==> src/rtl/instruction_fetch.sv <==
// instruction_fetch: sequential opcode/operand fetcher with valid/ready bundle output and PC redirect.
// Define IFETCH_HALT_STOP_EN to stop fetching after a HALT (0xF0) bundle is accepted.
module instruction_fetch #(
    parameter int ADDR_WIDTH = 16,
    parameter logic [ADDR_WIDTH-1:0] RESET_VECTOR = '0
) (
    input  logic                  clk,
    input  logic                  rst_n,
    output logic [ADDR_WIDTH-1:0] mem_addr,
    output logic                  mem_rd,
    input  logic [7:0]            mem_rdata,
    input  logic                  mem_ready,
    input  logic                  pc_load,
    input  logic [ADDR_WIDTH-1:0] pc_load_value,
    output logic                  out_valid,
    input  logic                  out_ready,
    output logic [7:0]            out_instr,
    output logic [15:0]           out_operand,
    output logic [1:0]            out_length,
    output logic [ADDR_WIDTH-1:0] out_pc,
    output logic                  halted
);
    typedef enum logic [2:0] {IDLE, FETCH_OP, FETCH_B1, FETCH_B2, PRESENT, HALTED} state_t;

    state_t state, next;
    logic [ADDR_WIDTH-1:0] pc;
    logic [1:0] op_len;
    logic halt_stop;

    function automatic logic [1:0] instr_length(input logic [7:0] op);
        return (op == 8'h20 || (op >= 8'hF8 && op <= 8'hFA)) ? 2'd3 :
               (op == 8'h21 || op[7:4] == 4'hA || op == 8'hF1 || op == 8'hF3) ? 2'd2 : 2'd1;
    endfunction

    assign op_len    = instr_length(mem_rdata);
    assign mem_addr  = pc;
    assign mem_rd    = state == FETCH_OP || state == FETCH_B1 || state == FETCH_B2;
    assign out_valid = state == PRESENT;
`ifdef IFETCH_HALT_STOP_EN
    assign halt_stop = out_instr == 8'hF0;
    assign halted    = state == HALTED;
`else
    assign halt_stop = 1'b0;
    assign halted    = 1'b0;
`endif

    always_ff @(posedge clk or negedge rst_n) begin
        if (!rst_n) state <= IDLE;
        else        state <= next;
    end

    always_comb begin
        next = state;
        case (state)
            IDLE:     next = FETCH_OP;
            FETCH_OP: next = mem_ready ? (op_len > 2'd1 ? FETCH_B1 : PRESENT) : FETCH_OP;
            FETCH_B1: next = mem_ready ? (out_length == 2'd3 ? FETCH_B2 : PRESENT) : FETCH_B1;
            FETCH_B2: next = mem_ready ? PRESENT : FETCH_B2;
            PRESENT:  next = out_ready ? (halt_stop ? HALTED : FETCH_OP) : PRESENT;
            HALTED:   next = HALTED;
            default:  next = IDLE;
        endcase
        if (pc_load) next = FETCH_OP;
    end

    // Operand bytes shift in low-first so a 3-byte instruction ends with {b1, b2}.
    always_ff @(posedge clk or negedge rst_n) begin
        if (!rst_n) begin
            pc          <= RESET_VECTOR;
            out_instr   <= 8'h00;
            out_operand <= 16'h0000;
            out_length  <= 2'd1;
            out_pc      <= '0;
        end else if (pc_load) begin
            pc <= pc_load_value;
        end else if (mem_rd && mem_ready) begin
            pc <= pc + ADDR_WIDTH'(1);
            if (state == FETCH_OP) begin
                out_instr   <= mem_rdata;
                out_length  <= op_len;
                out_pc      <= pc;
                out_operand <= 16'h0000;
            end else if (state == FETCH_B1) begin
                out_operand <= {8'h00, mem_rdata};
            end else begin
                out_operand <= {out_operand[7:0], mem_rdata};
            end
        end
    end
endmodule

==> config.mk <==
export PLATFORM = sky130hd
export DESIGN_NAME = instruction_fetch
export DESIGN_NICKNAME = d
export VERILOG_FILES = /design/src/rtl/instruction_fetch.sv
export SDC_FILE = /design/constraint.sdc
export NUM_CORES = 1
export LEC_CHECK = 0
export ABC_AREA = 1
export BUFFER_PORTS_ARGS = -buffer_cell sky130_fd_sc_hd__clkbuf_2
export CAP_MARGIN = 10
export CORE_UTILIZATION = 26
export CTS_BUF_LIST = sky130_fd_sc_hd__clkbuf_16
export CTS_CLUSTER_SIZE = 12
export DETAILED_ROUTE_END_ITERATION = 16
export PLACE_DENSITY_LB_ADDON = 0.3
export SYNTH_ARGS = -nofsm -noshare
export SYNTH_HDL_FRONTEND = slang
export SYNTH_SLANG_ARGS = --single-unit
export TNS_END_PERCENT = 5
==> constraint.sdc <==
create_clock -name clk -period 1.4 [get_ports clk]
set_input_delay 0.07 -clock clk [delete_from_list [all_inputs] [get_ports clk]]
set_output_delay 0.07 -clock clk [all_outputs]
set_load 0.02 [all_outputs]
---- Word-level counts from Yosys, hierarchy flattened ----
Index checks and enable logic that the tools add are counted.
word-level totals
  flip-flop bits (word level) ............. 61
  bits in latches ......................... 0
  memory bits (writable) .................. 0
  memory bits (read-only) ................. 0
  bits of input ports ..................... 29
  memories kept ........................... 0
cells by class
  $add $sub $neg .......................... 1
  $mul .................................... 0
  divide/modulo/power cells ............... 0
  $lt $le $gt $ge ......................... 3
  equality and inequality tests ........... 11
  shifts and indexed selects .............. 0
  multiplexer cells ....................... 14
  bitwise logic cells ..................... 1
  reductions and logical operators ........ 12
operators with widths
  operator                                                              number
  16-bit 2-to-1 mux                                                     4
  3-bit 2-to-1 mux                                                      7
  3-bit one-hot mux with 6 select lines                                 1
  16-bit by 1-bit adder with 16-bit output, second input constant       1
  8-bit by 6-bit == test with 1-bit output, second input constant       2
  8-bit == test, second input constant                                  2
  8-bit greater-or-equal comparator, second input constant              1
  8-bit <= comparator, second input constant                            1
  3-bit by 2-bit == test with 1-bit output, second input constant       2
  3-bit == test, second input constant                                  2
  1-bit logical OR                                                      6
  4-bit == test, second input constant                                  1
  2-bit 2-to-1 mux                                                      2
  3-bit by 1-bit == test with 1-bit output, second input constant       1
  3-bit logical NOT                                                     1
  3-bit AND reduction                                                   1
  2-bit == test, second input constant                                  1
  2-bit by 1-bit > comparator with 1-bit output, second input constant  1
  1-bit logical AND                                                     2
  2-bit AND reduction                                                   1
  2-bit nonzero test                                                    1
  1-bit NOT                                                             1

---- Depth between registers and ports, before layout ----
  depth after elaboration ................. 11
  mapped depth ............................ 9
  mapped depth without buffers ............ 9

---- Worst setup path after synthesis ----
No wires, ideal clock.
  kind .................................... flip-flop to flip-flop
  start point ............................. register pc[1] (netlist: mem_addr[1])
  end point ............................... register pc[12] (netlist: mem_addr[12])
  library setup time ...................... 0.123 ns
  arrival ................................. 1.529 ns
  data required time ...................... 1.277 ns
  setup slack ............................. -0.252 ns
  cell stages (with the launch flop) ...... 9
  buffers on the path ..................... 0
  period minus slack after synthesis ...... 1.652 ns
  cell sequence ........................... dfrtp_1 -> ha_1 -> nand3_1 -> nor3_1 -> nand3_1 -> nor2_1 -> nor2_1 -> o21ai_0 -> nand2_1
between the ends
  cells in the longest elaborated chain, start to end .. 3
RTL lines
  what                                      line  RTL
  from (decl)                               26    logic [ADDR_WIDTH-1:0] pc;
  from (signal assigned)                    75    pc <= pc_load_value;
  from (signal assigned)                    77    pc <= pc + ADDR_WIDTH'(1);
  16-bit by 1-bit adder with 16-bit output  77
  16-bit 2-to-1 mux                         76    end else if (mem_rd && mem_ready) begin
  16-bit 2-to-1 mux                         74    end else if (pc_load) begin
Every way passes these cells. The select of a mux whose other input is x is not followed.
A chain may end at the register's enable or synchronous reset.

---- Final worst setup path ----
  start point ............................. register state[1]
  end point ............................... output port out_valid
between the ends
  cells in the longest elaborated chain, start to end .. 1
RTL lines
  what                    line  RTL
  from (decl)             25    state_t state, next;
  from (signal assigned)  49    else state <= next;
  3-bit == test           38    assign out_valid = state == PRESENT;
  to (decl)               15    output logic out_valid,
Every way passes these cells.

==> impl_metrics.json <==
{
  "status": "completed",
  "dp_hpwl_um": 6170,
  "multi_input_area_mm2": 0.00130,
  "grt_max_degree": 62,
  "drtAntennaViolNets": 0,
  "viasPerCell": 4.46,
  "yosys_register_bits": 61,
  "first_pass_iters": 4,
  "placed_cells": 595,
  "place_area_mm2": 0.00376,
  "clk_latency_ns": 0.33,
  "post_drt_wl_per_cell_um": 13.8,
  "timing_hold_violations_final": 0,
  "ys_warn_count": 0,
  "clock_sinks": 61,
  "num_antenna_cells": 0,
  "stdcell_area_mm2": 0.00427,
  "synth-main-ff-cell": "dfrtp_1",
  "grt_use_total_pct": 14.8,
  "cap_violations": 0,
  "grt_remaining_overflow": 0,
  "drc": 0,
  "fillers": 1178,
  "cp-start-kind": "flop",
  "leakage_nw": 2.19,
  "yosys.area_share.simple_pct": 21.2,
  "drive_gt1_share_pct": 37.0,
  "min_period_ns": 1.37,
  "critPathCaptureType": "primary output",
  "synthMuxAreaShare_pct": 0,
  "fmax_mhz": 728,
  "vdd_drop_max_mv": 0.535,
  "fin_crit_sh_pct": 98.1,
  "synth_top_family_by_area": "simple AND/OR/NAND/NOR gates",
  "synthArstFlopShare_pct": 100,
  "final_cell_count_no_fill": 624,
  "synth_edf_count": 0,
  "syn_area_mm2": 0.00299,
  "design.die.area_mm2": 0.0119,
  "postSynthAreaPerCell_um2": 8.50,
  "clkTransAtPathRegs_ns": 0.06,
  "root_buffer": "clkbuf_16",
  "cts_buffers": 9,
  "synth.most_common_cell": "nand2_1",
  "gp_congestion": 0.812,
  "yosys-top-cells-area": "dfrtp_1, nand2_1, inv_1",
  "synthCells": 352,
  "seqCellArea_mm2": 0.00153,
  "num_vias": 2782,
  "grt_pass1_vias": 2562,
  "critical_path_class": "reg -> out",
  "ys_top_cells_by_count": "nand2_1, dfrtp_1, inv_1, nand3_1, nor2_1",
  "synth_compound_area_share_pct": 15.4,
  "drv_slew": 0,
  "final_nets": 509,
  "crit_arrival_ns": 1.30,
  "path_max_fanout": 4,
  "routed_wl_um": 8620,
  "hp-class": "in -> reg",
  "rsz0062_at_grt": "yes",
  "numPortBuffers": 88,
  "dieWidth_um": 109,
  "grt_pass1_wl_um": 13300,
  "die_h_um": 109,
  "rows": 38,
  "io_pins": 90,
  "antenna_found_initial": 0,
  "yosys.area.top_type": "dfrtp_1",
  "yosysSeqAreaShare_pct": 51.1,
  "start_util_pct": 27.1,
  "cts_max_level": 3,
  "final_util_pct": 38.7,
  "power_density_mw_per_mm2": 1630,
  "synth_top_area_share_pct": 50.2,
  "syn2layout_area_growth_pct": 42.9,
  "clockBufferDepth": 2,
  "drt_iter0_markers": 149,
  "synth_adder_area_share_pct": 0.418,
  "core-area_mm2": 0.0110,
  "synth_xor_xnor_area_share_pct": 2.34,
  "worstPathRequired_ns": 1.33,
  "finalSetupTns_ns": 0,
  "p_total_mw": 6.96,
  "final-setup-viol-count": 0,
  "cts_tree": "done",
  "ys_types": 32,
  "clock_skew_ns": 0.00949,
  "syn_nets": 382
}
[through the flow]
stage          hold WS, ns  setup slack [ns]
4_1_cts            0.00929           -0.0304
5_1_grt             0.0198           -0.0584
6_report           0.00326            0.0272
3_5_place_dp         0.119           -0.0646
3_3_place_gp         0.107           -0.0200
2_1_floorplan       -0.226            -0.107
[cell usage in the layout (no fill, tap or decap), types with 2 or more instances in the layout]
cell and count:
o22ai_1 2, nor2_1 17, o211ai_1 4, o221ai_1 4
nand3_4 2, inv_1 46, nand2_2 6, buf_12 2
dfrtp_1 57, o31ai_1 5, o21ai_2 15, buf_4 25
o31ai_2 2, clkbuf_16 9, clkbuf_2 88, nand2_1 92
dfrtp_2 3, nor2_4 3, clkinv_2 4, nor3_1 2
nand3_1 16, o21bai_1 2, nor3_2 2, a21oi_1 6
nand4_1 4, nand3_2 3, dlygate4sd3_1 12, o21ai_0 14
xor2_1 7, buf_6 4, inv_2 2, o21ai_1 11
a31oi_1 2
[worst max-delay path: stages, from the launching register on]
cell and delay, ns:
dfrtp_1 0.39, inv_1 0.09, buf_4 0.13, nand2_1 0.08, nor2_1 0.11, clkbuf_2 0.18
[worst paths after layout]
kind                       slack, ns        startpoint  cells past startpoint         endpoint
max                             0.03          state[1]                      5        out_valid
min                            0.003  pc_load_value[1]                      3      mem_addr[1]
max reg2reg                     0.03          state[2]                      7      mem_addr[7]
min reg2reg                     0.48      out_instr[6]                      2     out_instr[6]
max in group asynchronous       0.80             rst_n                      3      mem_addr[3]
min in group asynchronous       0.29             rst_n                      3  out_operand[15]
[cells by family after synthesis]
logic type / Yosys count
other: 1
and+or+nand+nor: 151
adders and majority gates: 1
AOI/OAI and AO/OA: 69
xor gates and xnor gates: 8
DFF: 61
buffers and inverters: 61
[flip-flops by register name, summed over array words and instances (netlist names)]
name and cells:
state 3, mem_addr 16, out_operand 16, out_pc 16, out_length 2, out_instr 8
[cell type report]
type / instances / area share (%)
Sequential cell: 61 / 35.8
Multi-Input combinational cell: 230 / 30.4
Timing Repair Buffer: 131 / 19.5
Clock buffer: 9 / 5.27
Tap cell: 140 / 4.10
Inverter: 46 / 4.04
Clock inverter: 7 / 0.820
[power by group]
part | internal [mW] | switching [mW] | total (mW)
Sequential | 2.25 | 0.339 | 2.59
Combinational | 0.879 | 1.53 | 2.41
Clock | 1.17 | 0.794 | 1.96
Total | 4.30 | 2.66 | 6.96
[layer usage]
| metal | share of wire (%) | track usage (%) | vias up |
|---|---|---|---|
| li1 | - | - | 1397 |
| met1 | 47 | 20.9 | 1311 |
| met2 | 47 | 22.1 | 66 |
| met3 | 4.9 | 2.87 | 8 |
| met4 | 1.3 | 5.81 | 0 |
| met5 | 0 | 0 | - |
[timing repair]
action,4_1_cts,5_1_grt
hold buffers,12,0
pin swaps,1,6
gates resized for setup,6,27
hold endpoints to repair,71,0
endpoints found under the setup margin,32,38
buffers inserted,0,1
(Power assumes the default switching activity.)
